**src/rtl/mac_pkg.sv**
```systemverilog
// Shared definitions for the MAC engine: default widths and the controller state encoding.
package mac_pkg;

    localparam int unsigned DEF_DATA_W = 8;
    localparam int unsigned DEF_ADDR_W = 4;
    localparam int unsigned DEF_ACC_W  = 2 * DEF_DATA_W + DEF_ADDR_W;

    // One element costs s1..s6; s7 hands the sum to out_q.
    typedef enum logic [2:0] {
        s0_idle     = 3'd0,
        s1_load     = 3'd1,
        s2_wait_ld  = 3'd2,
        s3_mul      = 3'd3,
        s4_wait_mul = 3'd4,
        s5_acc      = 3'd5,
        s6_cmp      = 3'd6,
        s7_out      = 3'd7
    } mac_state_e;

endpackage

```
**src/rtl/mac_operand_ram.sv**
```systemverilog
// Operand storage: DEPTH x DATA_W, synchronous write, asynchronous read, no reset.
module mac_operand_ram #(
    parameter int unsigned DATA_W = 8,
    parameter int unsigned ADDR_W = 4
) (
    input  logic              clk,
    input  logic              wr_en,
    input  logic [ADDR_W-1:0] wr_addr,
    input  logic [DATA_W-1:0] wr_data,
    input  logic [ADDR_W-1:0] rd_addr,
    output logic [DATA_W-1:0] rd_data
);

    localparam int unsigned DEPTH = 1 << ADDR_W;

    logic [DATA_W-1:0] mem [DEPTH];

    always_ff @(posedge clk) begin
        if (wr_en) begin
            mem[wr_addr] <= wr_data;
        end
    end

    // Same-edge read of a written address sees the old word.
    assign rd_data = mem[rd_addr];

endmodule

```
**src/rtl/mac_datapath.sv**
```systemverilog
// MAC datapath: operand memories, element counter, multiply and accumulate,
// sequenced entirely by the controller's load/count strobes.
module mac_datapath
    import mac_pkg::*;
#(
    parameter int unsigned DATA_W = DEF_DATA_W,
    parameter int unsigned ADDR_W = DEF_ADDR_W,
    parameter int unsigned ACC_W  = 2 * DATA_W + ADDR_W
) (
    input  logic              clk,
    input  logic              rst,
    input  logic              wr_en,
    input  logic              wr_sel,
    input  logic [ADDR_W-1:0] wr_addr,
    input  logic [DATA_W-1:0] wr_data,
    input  logic [ADDR_W:0]   len,
    input  logic              ld_a,
    input  logic              ld_b,
    input  logic              ld_m,
    input  logic              ld_acc,
    input  logic              ld_out,
    input  logic              count_enb,
    input  logic              count_reset,
    output logic              CMP,
    output logic [ACC_W-1:0]  out_q
);

    localparam int unsigned PROD_W = 2 * DATA_W;
    localparam int unsigned CNT_W  = ADDR_W + 1;

    logic [DATA_W-1:0] a_q;
    logic [DATA_W-1:0] b_q;
    logic [DATA_W-1:0] rd_a;
    logic [DATA_W-1:0] rd_b;
    logic [PROD_W-1:0] m_q;
    logic [ACC_W-1:0]  acc_q;
    logic [CNT_W-1:0]  cnt;
    logic [ADDR_W-1:0] rd_addr;

    assign rd_addr = cnt[ADDR_W-1:0];

    mac_operand_ram #(
        .DATA_W (DATA_W),
        .ADDR_W (ADDR_W)
    ) u_ram_a (
        .clk     (clk),
        .wr_en   (wr_en & ~wr_sel),
        .wr_addr (wr_addr),
        .wr_data (wr_data),
        .rd_addr (rd_addr),
        .rd_data (rd_a)
    );

    mac_operand_ram #(
        .DATA_W (DATA_W),
        .ADDR_W (ADDR_W)
    ) u_ram_b (
        .clk     (clk),
        .wr_en   (wr_en & wr_sel),
        .wr_addr (wr_addr),
        .wr_data (wr_data),
        .rd_addr (rd_addr),
        .rd_data (rd_b)
    );

    // Element counter is one bit wider than the address so len = DEPTH does not wrap.
    always_ff @(posedge clk or posedge rst) begin
        if (rst) begin
            cnt <= '0;
        end else if (count_reset) begin
            cnt <= '0;
        end else if (count_enb) begin
            cnt <= cnt + CNT_W'(1);
        end
    end

    // Operand registers read at the pre-increment count.
    always_ff @(posedge clk or posedge rst) begin
        if (rst) begin
            a_q <= '0;
            b_q <= '0;
        end else begin
            if (ld_a) begin
                a_q <= rd_a;
            end
            if (ld_b) begin
                b_q <= rd_b;
            end
        end
    end

    always_ff @(posedge clk or posedge rst) begin
        if (rst) begin
            m_q <= '0;
        end else if (ld_m) begin
            m_q <= PROD_W'(a_q) * PROD_W'(b_q);
        end
    end

    // ld_out wins over ld_acc: the old sum is published and the accumulator restarts.
    always_ff @(posedge clk or posedge rst) begin
        if (rst) begin
            acc_q <= '0;
            out_q <= '0;
        end else if (ld_out) begin
            out_q <= acc_q;
            acc_q <= '0;
        end else if (ld_acc) begin
            acc_q <= acc_q + ACC_W'(m_q);
        end
    end

    assign CMP = (cnt < len);

endmodule

```
**config.mk**
```make
export PLATFORM = sky130hd
export DESIGN_NAME = mac_datapath
export DESIGN_NICKNAME = d
export VERILOG_FILES = /design/src/rtl/mac_pkg.sv /design/src/rtl/mac_operand_ram.sv /design/src/rtl/mac_datapath.sv
export SDC_FILE = /design/constraint.sdc
export NUM_CORES = 1
export LEC_CHECK = 0
export BUFFER_PORTS_ARGS = -buffer_cell sky130_fd_sc_hd__buf_2
export CORE_ASPECT_RATIO = 0.6
export CORE_MARGIN = 2
export CORE_UTILIZATION = 40
export CTS_BUF_LIST = sky130_fd_sc_hd__clkbuf_8
export DETAILED_ROUTE_END_ITERATION = 10
export SETUP_SLACK_MARGIN = 0.05
export SYNTH_ARGS = -nofsm -noshare
export SYNTH_HDL_FRONTEND = slang
export SYNTH_SLANG_ARGS = --single-unit
export TNS_END_PERCENT = 10
```
**constraint.sdc**
```tcl
create_clock -name clk -period 8.7 [get_ports clk]
set_clock_uncertainty 0.1 [all_clocks]
set_input_delay 0 -clock clk [delete_from_list [all_inputs] [get_ports clk]]
set_output_delay 0 -clock clk [all_outputs]
set_load 0.005 [all_outputs]
```
## Word level (Yosys, flattened, before mapping)

Memory sizes are Yosys's and may differ from the RTL's. A register that Yosys moved wholly into a read port is not among the register bits.
Cells that the tools add are included.
Widths: inputs -> output; s select.

| storage, ports and cells | value |
|---|---|
| register bits | 61 |
| memory bits (writable) | 256 |
| input bits | 28 |
| output and inout bits | 21 |
| logic and storage cells | 23 |
| memories kept | 2 |

| operators by class | value |
|---|---|
| $add $sub $neg | 2 |
| $mul | 1 |
| magnitude comparators | 1 |
| multiplexer cells | 8 |
| bitwise logic cells | 3 |
| reduce and logical (&&, ||, !) cells | 2 |

Memory list:

| name | depth | bits a word | rd ports | clocked after memory_dff | write ports | line | source |
|---|---|---|---|---|---|---|---|
| u_ram_a.mem | 16 | 8 | 1 | 1 | 1 | mac_operand_ram.sv:16 | `logic [DATA_W-1:0] mem [DEPTH];` |
| u_ram_b.mem | 16 | 8 | 1 | 1 | 1 | mac_operand_ram.sv:16 |  |

Operator list:

| cell | count |
|---|---|
| $mux 20 | 2 |
| $add 20x16->20 | 1 |
| $mul 8x8->16 | 1 |
| $mux 5 | 2 |
| $add 5x1->5 const B | 1 |
| $lt 5x5->1 | 1 |
| $mux 1 | 4 |
| $reduce_bool 2->1 | 2 |
| $and 1x1->1 | 2 |
| $not 1->1 | 1 |

## Longest topological paths before layout

| depth | value |
|---|---|
| depth after elaboration | 4 |
| mapped depth | 16 |
| mapped depth without buffers | 16 |

## Modules after synthesis

Synthesis repeated with hierarchy kept, for this count alone.

| second synthesis, totals | value |
|---|---|
| cells, all modules | 1031 |
| area total of the unflattened synthesis | 15935.3 um2 |

Modules (own cells, without submodules):

| module | instances | cells an instance | area each (um2) | sequential area each (um2) |
|---|---|---|---|---|
| mac_operand_ram | 2 | 221 | 4987.3 | 3843.7 |
| mac_datapath | 1 | 589 | 5960.7 | 1926.8 |

## Least setup slack after synthesis

OpenSTA, ideal clock, no wires.

| timing | value |
|---|---|
| kind | flip-flop to flip-flop |
| start point | register a_q[6] (read register of u_ram_a.mem) |
| end point | register m_q[11] |
| library setup time | 125 ps |
| arrival time | 4034 ps |
| required time | 8475 ps |
| path slack | 4441 ps |
| stages on the path, launching flop included | 15 |
| period minus slack after synthesis | 4259 ps |
| cell sequence | dfrtp_1 -> and2_1 -> fa_1 -> fa_1 -> fa_1 -> inv_1 -> fa_1 -> inv_1 -> ha_1 -> or2_2 -> a21oi_1 -> a21oi_1 -> a21oi_1 -> xnor2_1 -> mux2_2 |

| on the way | value |
|---|---|
| word-level cells in the longest chain between the ends | 1 |

Ends and longest elaborated chain:

| what | line | source |
|---|---|---|
| start, declared | mac_datapath.sv:31 | `logic [DATA_W-1:0] a_q;` |
| $mul 8x8->16 | mac_datapath.sv:96 | `m_q <= PROD_W'(a_q) * PROD_W'(b_q);` |
| end signal, assigned | mac_datapath.sv:96 |  |
| end, declared | mac_datapath.sv:35 | `logic [PROD_W-1:0] m_q;` |

Every way passes these cells.
A chain may end at the register's enable or synchronous reset.

## Final worst setup path

| timing | value |
|---|---|
| start point | register b_q[2] (read register of u_ram_b.mem) |
| end point | register m_q[11] |

| on the way | value |
|---|---|
| word-level cells in the longest chain between the ends | 1 |

Ends and longest elaborated chain:

| what | line | source |
|---|---|---|
| start, declared | mac_datapath.sv:32 | `logic [DATA_W-1:0] b_q;` |
| $mul 8x8->16 | mac_datapath.sv:96 |  |

Every way passes these cells.

==> metrics.txt <==
Synth Net Count 1120; CTS resizes 0; Post-route DRC 0; CTS buffer count 52; post-synthesis cell area 0.0158 mm^2; IO Port Bufs 48; Worst Path Required 9.09 ns; most common cell after layout, fill and taps aside edfxtp_1; Detail Placement HPWL roughly 23 mm; Worst path max stage delay 0.50 ns; Vert. Die Dim 158 um; clk root buf clkbuf_8; Yosys warnings 0; placed cell count ~1500; htree depth 2; Post-Layout Inst Area 0.0178 mm^2; critical path class flip-flop to flip-flop; Crit path top cell by count fa_1; antenna violations before repair 0; Post-synth ARST share 23.1%; Nets 1222; first-pass GRT wire length 54.3 mm; Layout Cells excl Fill between 1500 and 2000; sequential area share after synthesis 60.8%; GRT Residual Overflow 0; Worst-path clk slew 0.06 ns; Final ANT Viol Nets 0; Post-synth EDFFs approximately 260; CP Capture Type flip-flop; Starting Density approximately 41%; TritonCTS clock tree yes; CP Cell Sequence and2_1 -> fa_1 -> fa_1 -> fa_1 -> inv_1 -> fa_1 -> inv_1 -> ha_1 -> or2_2 -> a21oi_1 -> a21oi_1 -> a21oi_1 -> xnor2_1 -> mux2_2; DP Area 0.0166 mm^2; share of cells above drive strength 1 22.7%; maximum VDD drop roughly 0.21 mV; final setup violation count 0; Total GRT Usage 17.6%; Slew HR between 20% and 30%; Worst Setup Start Kind flip-flop; Setup Fix Bufs, Post-CTS 0; Crit path arrival time between 4 and 5 ns; vias after detailed routing 8840; CP max-delay cell fa_1; status finished clean; P per Cell Area ~280 mW/mm^2; number of diodes 0; Routed wire per std cell 21.0 um; worst min path class input port to flip-flop; Skew-Pair Late Insertion Delay roughly 0.62 ns; clk buf depth 3; RSZ-0062 raised after global routing no; Area growth syn-to-layout 12.9%; critical-path maximum fanout 9; Fin. Hold Viols 0; pin count of the biggest net entering global routing 69; core area 0.0390 mm^2; crit path time final 4.58 ns; DIE WIDTH 261 um; Die Footprint 0.0412 mm^2; Post-CTS Hold Buffers 25; commonest cells after routing, fill and taps aside edfxtp_1, mux4_2, inv_1, dfrtp_1, ha_1; post-synthesis sequential element count 333; total negative setup slack 0 ns; GP Congestion slightly above 0.8; Post-synth top flop edfxtp_1; Slew @ Worst Pin 1.13 ns; post-synthesis cell type count 52; drt via density 5.32; max frequency roughly 220 MHz; clock sink total 333; Reg2Reg Setup Slack 4.12 ns; # rows 56; leak pwr 6.68 nW; vias in the first global route 8834; routed wire length around 35 mm; I/O pin count 49; # Max-Cap Violations 0; initial DRC count roughly 800; fin crit share 52.7%; Synth Area per Inst 15.8 um^2; First-pass DRT Iterations 5; Syn Inst Count roughly 1000; Final Slew Violations 0
stage by stage:
| step | util, % | worst slack, ns | power (mW) | hold slack [ns] |
|---|---|---|---|---|
| final | 45.7 | 4.12 | 5.04 | 0.0832 |
| after global routing | 45.7 | 3.86 | 5.43 | 0.0961 |
| after CTS | 45.7 | 4.15 | 5.08 | 0.0572 |
| after detailed placement | 42.6 | 4.19 | 3.79 | -0.203 |
| after global placement | 42.6 | 4.22 | 3.77 | -0.205 |
| after floorplan | - | 4.44 | 3.34 | -0.0337 |
cells by family after synthesis:
kind of cell	after synthesis	share of synthesized area (%)
flops	333	60.8
simple gates	223	7.35
mux	134	15.2
buf+inv	105	2.72
fa+ha+maj	94	9.19
compound gates	92	3.83
xor+xnor	17	0.942
power breakdown:
group,switching [mW],internal (mW)
clock network,0.639,0.621
logic,0.999,0.816
registers,0.115,1.85
total,1.75,3.29
cell usage after synthesis (3+ instances only):
cell type    n  area (um^2)
buf_1        5         18.8
a211oi_1     8         60.1
ha_1        57          713
clkbuf_1    22         82.6
nand4b_1     3         26.3
o2111ai_1    3         26.3
a21o_1      11         82.6
inv_1       68          255
mux4_2      80         1800
mux2_2      45          507
xor2_1       5         43.8
nand2_1     37          139
a31oi_1      3         18.8
nand2b_1     7         43.8
nand3b_1    12         90.1
nand4_1      8         50.1
buf_2        4         20.0
fa_1        37          741
nor3_1      13         65.1
edfxtp_1   256         7690
o21ai_0     13         65.1
nor2_1      56          210
o211ai_1     6         45.0
o311ai_0     4         35.0
and3_1       3         18.8
dfrtp_1     77         1930
and2_1      51          319
buf_6        4         45.0
mux2i_1      9         90.1
xnor2_1     12          105
nand3_1     14         70.1
a21oi_1     29          145
or3_1        5         31.3
o21a_1       3         22.5
nor2b_1      7         43.8
final timing paths:
check / startpoint / end / cells after the start
setup / recovery: b_q[2] / m_q[11] / 14
hold / removal: count_reset / cnt[2] / 3
setup reg to reg: b_q[2] / m_q[11] / 14
hold reg to reg: out_q[19] / out_q[19] / 1
max in group asynchronous: rst / cnt[0] / 5
min in group asynchronous: rst / out_q[8] / 4
worst max-delay path, delay by kind of cell (launching register included):
kind,cells,cell delay (ns)
AOI/OAI and AO/OA,3,0.61
DFF,1,0.49
and+or+nand+nor,2,0.52
xor gates and xnor gates,1,0.10
buffers and inverters,2,0.09
adders and majority gates,5,2.29
muxes,1,0.26
final cells by class:
class                   count  area, um^2
fillers                  3422       21200
flip-flops and latches    333        9620
multi-input cells         560        5770
clock buffers              55         757
well taps                 522         653
repair buffers             84         573
inverters                  69         260
clock inverters            39         213
layer usage:
layer	wire [um]	GRT usage, %	vias up	share of wire (%)
met5	0	0	-	0
met4	470	3.95	0	1.3
met3	2330	3.76	46	6.7
met2	13900	23.4	266	40
met1	18200	28.8	4536	52
li1	-	-	3992	-
registers in the layout, indices dropped and copies added (netlist names):
signal / cells
u_ram_a.mem: 128
u_ram_b.mem: 128
acc_q: 20
out_q: 20
m_q: 16
a_q: 8
b_q: 8
cnt: 5
No activity file was read; power rests on OpenSTA's default activity.
